==> src/rtl/multi_dataflow_out_tracker_pkg.sv <==
// Shared definitions for the outStream0 output tracker.
// - ot_state_e : tracker FSM states.
// - ot_flags_t : count/done/idle flags, sized for the default job length, so the
//                engine can embed them in its own flags structure.
package multi_dataflow_out_tracker_pkg;

   localparam int unsigned OT_CNT_LEN = 1024;
   localparam int unsigned OT_CW      = $clog2(OT_CNT_LEN) + 1;

   typedef enum logic [1:0] {
      OT_IDLE,
      OT_RUN,
      OT_DRAIN,
      OT_DONE
   } ot_state_e;

   typedef struct packed {
      logic [OT_CW-1:0] cnt;
      logic             done;
      logic             idle;
   } ot_flags_t;

endpackage

==> src/rtl/multi_dataflow_out_tracker_if.sv <==
// Stream bundle between the kernel output, the tracker and the TCDM sink.
// - in_valid_i/in_data_i/in_ready_o        : kernel -> tracker beat handshake.
// - out_valid_o/out_data_o/out_strb_o/out_ready_i : tracker -> sink beat handshake.
// Modports: slave = tracker side, master = kernel/sink (environment) side.
interface multi_dataflow_out_tracker_if #(
   parameter int unsigned DATA_WIDTH = 32
);

   logic                    in_valid_i;
   logic [DATA_WIDTH-1:0]   in_data_i;
   logic                    in_ready_o;
   logic                    out_valid_o;
   logic [DATA_WIDTH-1:0]   out_data_o;
   logic [DATA_WIDTH/8-1:0] out_strb_o;
   logic                    out_ready_i;

   modport slave (
      input  in_valid_i, in_data_i, out_ready_i,
      output in_ready_o, out_valid_o, out_data_o, out_strb_o
   );

   modport master (
      output in_valid_i, in_data_i, out_ready_i,
      input  in_ready_o, out_valid_o, out_data_o, out_strb_o
   );

endinterface

==> src/rtl/multi_dataflow_skid2.sv <==
// 2-entry FIFO used as the tracker's elastic buffer.
// - clk   : clock, rising edge.
// - flush : synchronous flush, empties the buffer and zeroes storage.
// - push/push_data : write one entry (caller guarantees not full).
// - pop   : drop the head entry (caller guarantees not empty).
// - head  : current head entry, registered storage only.
// - occ   : registered occupancy, 0..2.
module multi_dataflow_skid2 #(
   parameter int unsigned DATA_WIDTH = 32
) (
   input  logic                  clk,
   input  logic                  flush,
   input  logic                  push,
   input  logic [DATA_WIDTH-1:0] push_data,
   input  logic                  pop,
   output logic [DATA_WIDTH-1:0] head,
   output logic [1:0]            occ
);

   logic [DATA_WIDTH-1:0] mem_q [2];
   logic                  rd_ptr_q;
   logic                  wr_ptr_q;
   logic [1:0]            occ_q;

   always_ff @(posedge clk) begin
      if (flush) begin
         mem_q[0] <= '0;
         mem_q[1] <= '0;
         rd_ptr_q <= 1'b0;
         wr_ptr_q <= 1'b0;
         occ_q    <= '0;
      end else begin
         if (push) begin
            mem_q[wr_ptr_q] <= push_data;
            wr_ptr_q        <= ~wr_ptr_q;
         end
         if (pop) begin
            rd_ptr_q <= ~rd_ptr_q;
         end
         // Simultaneous push and pop leaves occupancy unchanged.
         unique case ({push, pop})
            2'b10:   occ_q <= occ_q + 2'd1;
            2'b01:   occ_q <= occ_q - 2'd1;
            default: occ_q <= occ_q;
         endcase
      end
   end

   assign head = mem_q[rd_ptr_q];
   assign occ  = occ_q;

endmodule

==> src/rtl/multi_dataflow_out_tracker.sv <==
// Output tracker between the multi_dataflow kernel and the outStream0 sink.
// Buffers beats in a 2-entry FIFO, counts beats delivered to the sink and
// ends the job with a one-cycle done pulse once the programmed limit is reached.
// - clk_i, rst_i (sync, active-high), clear_i (sync flush, same as reset).
// - enable_i    : gates input acceptance only.
// - start_i, cnt_limit_i : job start (IDLE only) and beat limit, clamped to CNT_LEN.
// - stream      : kernel input and sink output handshakes (slave modport).
// - cnt_o       : beats delivered in the current job, held until next start.
// - done_o      : one-cycle pulse at job end; idle_o : high in IDLE.
module multi_dataflow_out_tracker
   import multi_dataflow_out_tracker_pkg::*;
#(
   parameter  int unsigned DATA_WIDTH = 32,
   parameter  int unsigned CNT_LEN    = 1024,
   localparam int unsigned CW         = $clog2(CNT_LEN) + 1
) (
   input  logic                         clk_i,
   input  logic                         rst_i,
   input  logic                         clear_i,
   input  logic                         enable_i,
   input  logic                         start_i,
   input  logic [CW-1:0]                cnt_limit_i,
   multi_dataflow_out_tracker_if.slave  stream,
   output logic [CW-1:0]                cnt_o,
   output logic                         done_o,
   output logic                         idle_o
);

   ot_state_e             state_q, state_d;
   logic [CW-1:0]         limit_q;
   logic [CW-1:0]         in_cnt_q;
   logic [CW-1:0]         cnt_q;
   logic [CW-1:0]         limit_clamped;
   logic [DATA_WIDTH-1:0] head;
   logic [1:0]            occ;
   logic                  flush;
   logic                  push;
   logic                  pop;
   logic                  start_ok;

   assign flush         = rst_i | clear_i;
   assign start_ok      = (state_q == OT_IDLE) & start_i;
   assign limit_clamped = (cnt_limit_i > CW'(CNT_LEN)) ? CW'(CNT_LEN) : cnt_limit_i;

   // Acceptance uses registered occupancy only, so sink back-pressure never
   // reaches in_ready_o combinationally.
   assign stream.in_ready_o = (state_q == OT_RUN) & enable_i & (occ != 2'd2) &
                              (in_cnt_q < limit_q);

   assign push = stream.in_valid_i & stream.in_ready_o;
   assign pop  = stream.out_valid_o & stream.out_ready_i;

   multi_dataflow_skid2 #(
      .DATA_WIDTH (DATA_WIDTH)
   ) u_skid2 (
      .clk       (clk_i),
      .flush     (flush),
      .push      (push),
      .push_data (stream.in_data_i),
      .pop       (pop),
      .head      (head),
      .occ       (occ)
   );

   assign stream.out_valid_o = (occ != 2'd0);
   assign stream.out_data_o  = head;
   assign stream.out_strb_o  = {(DATA_WIDTH/8){stream.out_valid_o}};

   always_comb begin
      state_d = state_q;
      unique case (state_q)
         OT_IDLE: begin
            if (start_i) begin
               state_d = (cnt_limit_i == '0) ? OT_DONE : OT_RUN;
            end
         end
         OT_RUN: begin
            if (in_cnt_q == limit_q) begin
               state_d = OT_DRAIN;
            end
         end
         OT_DRAIN: begin
            if ((occ == 2'd0) && (cnt_q == limit_q)) begin
               state_d = OT_DONE;
            end
         end
         OT_DONE: state_d = OT_IDLE;
         default: state_d = OT_IDLE;
      endcase
   end

   always_ff @(posedge clk_i) begin
      if (flush) begin
         state_q  <= OT_IDLE;
         limit_q  <= '0;
         in_cnt_q <= '0;
         cnt_q    <= '0;
      end else begin
         state_q <= state_d;
         if (start_ok) begin
            limit_q  <= limit_clamped;
            in_cnt_q <= '0;
            cnt_q    <= '0;
         end else begin
            if (push) begin
               in_cnt_q <= in_cnt_q + CW'(1);
            end
            if (pop) begin
               cnt_q <= cnt_q + CW'(1);
            end
         end
      end
   end

   assign cnt_o  = cnt_q;
   assign done_o = (state_q == OT_DONE);
   assign idle_o = (state_q == OT_IDLE);

endmodule
==> src/flat_wrapper.sv <==
// flat-port wrapper written by rule: the top's interface ports become plain ports
module multi_dataflow_out_tracker_flat import multi_dataflow_out_tracker_pkg::*;
#(
   parameter  int unsigned DATA_WIDTH = 32,
   parameter  int unsigned CNT_LEN    = 1024,
   localparam int unsigned CW         = $clog2(CNT_LEN) + 1
)
  (clk_i, rst_i, clear_i, enable_i, start_i, cnt_limit_i, cnt_o, done_o, idle_o, stream_in_valid_i, stream_in_data_i, stream_out_ready_i, stream_in_ready_o, stream_out_valid_o, stream_out_data_o, stream_out_strb_o);
  multi_dataflow_out_tracker_if #(.DATA_WIDTH(DATA_WIDTH)) stream_i ();
  input  logic clk_i;
  input  logic rst_i;
  input  logic clear_i;
  input  logic enable_i;
  input  logic start_i;
  input  logic [CW-1:0] cnt_limit_i;
  output logic [CW-1:0] cnt_o;
  output logic done_o;
  output logic idle_o;
  input wire logic [$bits(stream_i.in_valid_i)-1:0] stream_in_valid_i;
  input wire logic [$bits(stream_i.in_data_i)-1:0] stream_in_data_i;
  input wire logic [$bits(stream_i.out_ready_i)-1:0] stream_out_ready_i;
  output wire logic [$bits(stream_i.in_ready_o)-1:0] stream_in_ready_o;
  output wire logic [$bits(stream_i.out_valid_o)-1:0] stream_out_valid_o;
  output wire logic [$bits(stream_i.out_data_o)-1:0] stream_out_data_o;
  output wire logic [$bits(stream_i.out_strb_o)-1:0] stream_out_strb_o;
  assign stream_i.in_valid_i = stream_in_valid_i;
  assign stream_i.in_data_i = stream_in_data_i;
  assign stream_i.out_ready_i = stream_out_ready_i;
  assign stream_in_ready_o = stream_i.in_ready_o;
  assign stream_out_valid_o = stream_i.out_valid_o;
  assign stream_out_data_o = stream_i.out_data_o;
  assign stream_out_strb_o = stream_i.out_strb_o;
  multi_dataflow_out_tracker #(.DATA_WIDTH(DATA_WIDTH), .CNT_LEN(CNT_LEN)) u_core (.clk_i(clk_i), .rst_i(rst_i), .clear_i(clear_i), .enable_i(enable_i), .start_i(start_i), .cnt_limit_i(cnt_limit_i), .stream(stream_i), .cnt_o(cnt_o), .done_o(done_o), .idle_o(idle_o));
endmodule
==> config.mk <==
export PLATFORM = sky130hd
export DESIGN_NAME = multi_dataflow_out_tracker_flat
export DESIGN_NICKNAME = d
export VERILOG_FILES = /design/src/rtl/multi_dataflow_out_tracker_pkg.sv /design/src/rtl/multi_dataflow_out_tracker_if.sv /design/src/rtl/multi_dataflow_skid2.sv /design/src/rtl/multi_dataflow_out_tracker.sv /design/src/flat_wrapper.sv
export SDC_FILE = /design/constraint.sdc
export NUM_CORES = 1
export LEC_CHECK = 0
export ABC_AREA = 0
export CAP_MARGIN = 40
export CORE_ASPECT_RATIO = 1.1
export CORE_MARGIN = 3
export CORE_UTILIZATION = 54
export CTS_CLUSTER_DIAMETER = 30
export CTS_CLUSTER_SIZE = 28
export DETAILED_ROUTE_END_ITERATION = 12
export DONT_BUFFER_PORTS = 1
export PLACE_DENSITY = 0.69
export SYNTH_ARGS = -nofsm -noshare
export SYNTH_HDL_FRONTEND = slang
export SYNTH_SLANG_ARGS = --single-unit
==> constraint.sdc <==
create_clock -name clk_i -period 13.2 [get_ports clk_i]
set_input_delay 1.98 -clock clk_i [delete_from_list [all_inputs] [get_ports clk_i]]
set_output_delay 1.98 -clock clk_i [all_outputs]
set_load 0.02 [all_outputs]
# After elaboration in Yosys (flattened, before gate mapping)
# Memories as Yosys holds them, arrays and structs flattened. A register that Yosys moved wholly into a read port is not among the register bits.
# Cells that the tools add are included.
[word_totals]
input_bits = 50
ff_bits = 39
ram_bits = 64
memories = 1
elab_cells = 60
[memory_table]
columns = ["memory", "words", "word_bits", "rd", "rd_clocked_by_memory_dff", "wr", "line_no", "text"]
rows = [
  ["u_core.u_skid2.mem_q", 2, 32, 1, 1, 2, "multi_dataflow_skid2.sv:20", "logic [DATA_WIDTH-1:0] mem_q [2];"],
]
[op_classes]
muxes = 17
bitwise = 9
magnitude_cmp = 2
eq_ne = 11
reduce_logical = 9
addsub = 4
[op_table]
columns = ["op", "n"]
rows = [
  ["32-bit 2-to-1 mux", 1],
  ["32-bit OR reduction", 1],
  ["11-bit by 1-bit adder with 11-bit output (second input constant)", 2],
  ["11-bit == test", 2],
  ["11-bit > comparator (second input constant)", 1],
  ["11-bit zero test", 1],
  ["11-bit < comparator", 1],
  ["11-bit 2-to-1 mux", 1],
  ["1-bit 2-to-1 mux", 9],
  ["2-bit 2-to-1 mux", 4],
  ["2-bit case mux with 4 select lines", 1],
  ["1-bit AND", 6],
  ["2-bit == test (second input constant)", 3],
  ["2-bit inequality test (second input constant)", 3],
  ["2-bit by 1-bit == test with 1-bit output (second input constant)", 2],
  ["2-bit zero test", 2],
  ["2-bit case mux with 2 select lines", 1],
  ["2-bit nonzero test", 2],
  ["3-bit AND reduction", 1],
  ["2-bit by 1-bit adder with 2-bit output (second input constant)", 1],
  ["2-bit by 1-bit inequality test with 1-bit output (second input constant)", 1],
  ["1-bit inverter", 2],
  ["2-bit OR reduction", 1],
  ["2-bit by 1-bit subtractor with 2-bit output (second input constant)", 1],
  ["2 further kinds", 2],
]

# Longest topological paths before layout
[depth]
depth_word = 10
ltp_mapped = 10

# Hierarchy
# From an unflattened synthesis, not the netlist that was laid out.
[hier_totals]
cells_unflattened = 472
hier_area_um2 = 5061.1
[modules_own_cells]
columns = ["mod", "area_per_inst_um2", "seq_area_each_um2", "n_inst", "cells_each"]
rows = [
  ["multi_dataflow_skid2", 3000.4, 2021.9, 1, 229],
  ["multi_dataflow_out_tracker", 2060.7, 700.7, 1, 243],
]

# Worst setup path after synthesis
# No wires, ideal clock.
[synth_timing]
path_type = "input port to flip-flop"
start = "input enable_i"
end = "memory u_core.u_skid2.mem_q[1][0] (enable)"
arrival_time_ps = 4996
setup_slack_ps = 7738
n_path_buf = 0
path_stages = 5
required_time_ps = 12734
cell_sequence = "nand2_1 a2111oi_4 o221a_2 nand3_1 o21ai_0"
[synth_rtl]
columns = ["item", "line_no", "text"]
rows = [
  ["start, declared", "flat_wrapper.sv:13", "input logic enable_i;"],
  ["end, declared", "multi_dataflow_skid2.sv:20", ""],
]

# Worst setup path in the final report
[layout_timing]
start = "input enable_i"
end = "output stream_in_ready_o"
[layout_via]
elab_chain_cells = 3
[layout_lines]
columns = ["item", "line_no", "text"]
rows = [
  ["1-bit AND (3 in a row)", "multi_dataflow_out_tracker.sv:47", "assign stream.in_ready_o = (state_q == OT_RUN) & enable_i & (occ != 2'd2) &"],
  ["end, declared", "flat_wrapper.sv:22", "output wire logic [$bits(stream_i.in_ready_o)-1:0] stream_in_ready_o;"],
]
# Every way passes these cells.

==> impl_metrics.ini <==
[timing]
finalCritPeriodShare_pct = 39.0
hold_ws_ps = 479
setup_tns_ps = 0
relSlewSlack_pct = 35.4
worst_pin_slew_ps = 970
min_period_ps = 5150
drv_slew = 0
layout_setup_ws_ps = 8050
finalClockSkew_ps = 10.2
rsz0062_at_grt = false
timing.fmax_ghz = 0.194
setup_viol = 0
report.final.hold_viol_count = 0

[clock_tree]
postCtsResizedCells = 0
cts_setup_buffers = 0
clock_path_buffers = 2
clkSlewWorstSetupHoldPaths_ps = 90
cts_buffers = 9
numClockSinks = 104
cts_tree = done
htree_num_levels = 3
clk_latency_ps = 360
cts-root-buf = clkbuf_8
ctsHoldBuffers = 0

[grt]
track_usage_pct = 18.8
antenna_found_initial = 0
grt_overflow = 0
grt_pass1_vias = 3209
grt_pass1_wl_um = 15700
grt_max_degree = 33

[hold_path]
min_to = u_core.in_cnt_q[10]
holdCritStartpoint = u_core.in_cnt_q[10]
hp-class = register to register
min_path_cells = 2

[routing]
drt_pass1_iterations = 4
routed_wl_um = 9690
antenna_left = 0
via_per_inst = 5.74
wire_per_inst_um = 17.4
vias = 3193
drt_iter0_drc = 136
drc = 0

[synthesis]
synth_xor_area_share_pct = 4.17
yosysWarnings = 0
synthSimpleGateAreaFrac_pct = 18.8
synthTopCellsByArea = edfxtp_1, dfxtp_1, and2_1
synth.yosys.seq_area_share_pct = 54.0
synth_seq_cells = 104
ys_types = 44
netlist_instances = 442
syn_area_per_cell_um2 = 11.4
yosys.area.top_type = edfxtp_1
synth_nets = 510
synth_adder_area_share_pct = 4.47
synthMuxAreaShare_pct = 8.14
synth_top_family_by_area = simple AND/OR/NAND/NOR gates
netlist_area_um2 = 5040
synth_top_area_share_pct = 38.1
synth_compound_area_share_pct = 6.85

[placed_design]
placed_cells = 540
gp_congestion = 0.808
hpwl_um = 6760
placed_area_um2 = 5160
pre_cts_slack_ps = 8040
io_buffers = 0

[worst_setup_path]
path_max_fanout = 20
startpoint_type = input port
critPathBufInv = 0
rrSetupSlack_ps = 10570
r2r-start = u_core.limit_q[10]
crit_path_cell_trace = nand2_1 > a2111oi_4 > o221ai_2 > nor2_1
cp_slowest_cell = nor2_1
cp_top_family = compound AO/OA/AOI/OAI gates
reg2reg_to = u_core.u_skid2.mem_q[0][30]
slowest_delay_ps = 460
cp.required_ps = 11220
crit_type = input port to output port
reg2reg_depth = 8
crit_arrival_ps = 3170
critPathCaptureType = output port

[final_layout]
post-route-util_pct = 60.3
final_common_cell = and2_1
mostFrequentLayoutCells = and2_1, edfxtp_1, dfxtp_1, mux2_2, nand2_1
drive_above_1_share_pct = 13.6
area.growth.synth_to_final_pct = 7.12
nets = 505
fin_cells = 556
n_antenna_cell = 0
final_area_um2 = 5400
fillers = 738

[floorplanning]
ios = 101
dieArea_um2 = 10500
core_area_um2 = 8960
core.rowCount = 36
die_w_um = 98.1
start_util_pct = 56.3
die_h_um = 107

[power_and_ir_drop]
power_density_nw_per_um2 = 117
power_mw = 0.631
ir_drop_uv = 72.0
p_leak_nw = 2.00

[status]
status = completed

[flow_run]
drv_cap = 0
-- cells in the mapped netlist, drive strengths merged --
cell     count
a2111oi      1
a211oi       2
a21oi       19
a22o         1
a31oi        1
and2        65
and3         5
and4         1
buf         12
clkbuf      10
dfxtp       40
edfxtp      64
ha          18
inv         18
mux2        32
mux2i        5
nand2       27
nand2b       3
nand3        7
nand4       10
nor2        24
nor2b        2
nor3         5
nor3b        3
nor4         5
o2111ai      1
o21a         5
o21ai        9
o221a        1
o221ai       1
o31ai       10
or2          2
or3          1
or4          8
xnor2       17
xor2         7
-- power breakdown --
group	switching (mW)	internal [mW]
combinational	0.0273	0.0109
clock	0.104	0.132
sequential	0.00322	0.353
-- layout make-up --
cell class / instances / area (um2) / area share, %
Clock buffer: 12 / 145 / 2.69
Sequential cell: 104 / 2720 / 50.4
Multi-Input combinational cell: 298 / 2160 / 40.0
Timing Repair Buffer: 6 / 65.1 / 1.20
Inverter: 18 / 67.6 / 1.25
Clock inverter: 4 / 98.8 / 1.83
Tap cell: 114 / 143 / 2.64
-- worst min-delay path, cell delays in order (launching register included) --
cell and delay (ps):
dfxtp_1 330, nand2_1 60, mux2i_1 50
-- sequential cells by signal, indices dropped and copies added (netlist names), named ones only --
| signal | flops |
|---|---|
| u_core.limit_q | 11 |
| u_core.u_skid2.mem_q | 64 |
| u_core.state_q | 2 |
| u_core.in_cnt_q | 11 |
| u_core.cnt_o | 11 |
| u_core.u_skid2.occ | 2 |
| u_core.u_skid2.rd_ptr_q | 1 |
| u_core.u_skid2.wr_ptr_q | 1 |
-- worst max-delay path by stage --
stage | start | slack, ps | endpoint | cells after the start
floorplan | enable_i | 7740 | u_core.u_skid2.mem_q[1][0] | 5
global placement | enable_i | 8070 | stream_in_ready_o | 4
detailed placement | enable_i | 8040 | stream_in_ready_o | 4
CTS | enable_i | 8040 | stream_in_ready_o | 4
global route | enable_i | 7960 | stream_in_ready_o | 4
finish | enable_i | 8050 | stream_in_ready_o | 4
-- logic make-up (layout without fill, tap and decap cells) --
group                      count (synthesis)  count (layout)
AOI/OAI and AO/OA                         51              51
xor gates and xnor gates                  24              24
adders and majority gates                 18              18
buffers and inverters                     40              40
DFF                                      104             104
muxes                                     37              37
and+or+nand+nor                          168             168
-- layer usage --
metal  routed length [um]  track usage (%)  vias to the layer above
li1                     -                -                     1561
met1                 3990             21.9                     1533
met2                 4860             32.0                       84
met3                  648             6.80                       15
met4                  196             7.12                        0
met5                    0                0                        -
No activity file was read; power rests on OpenSTA's default activity.
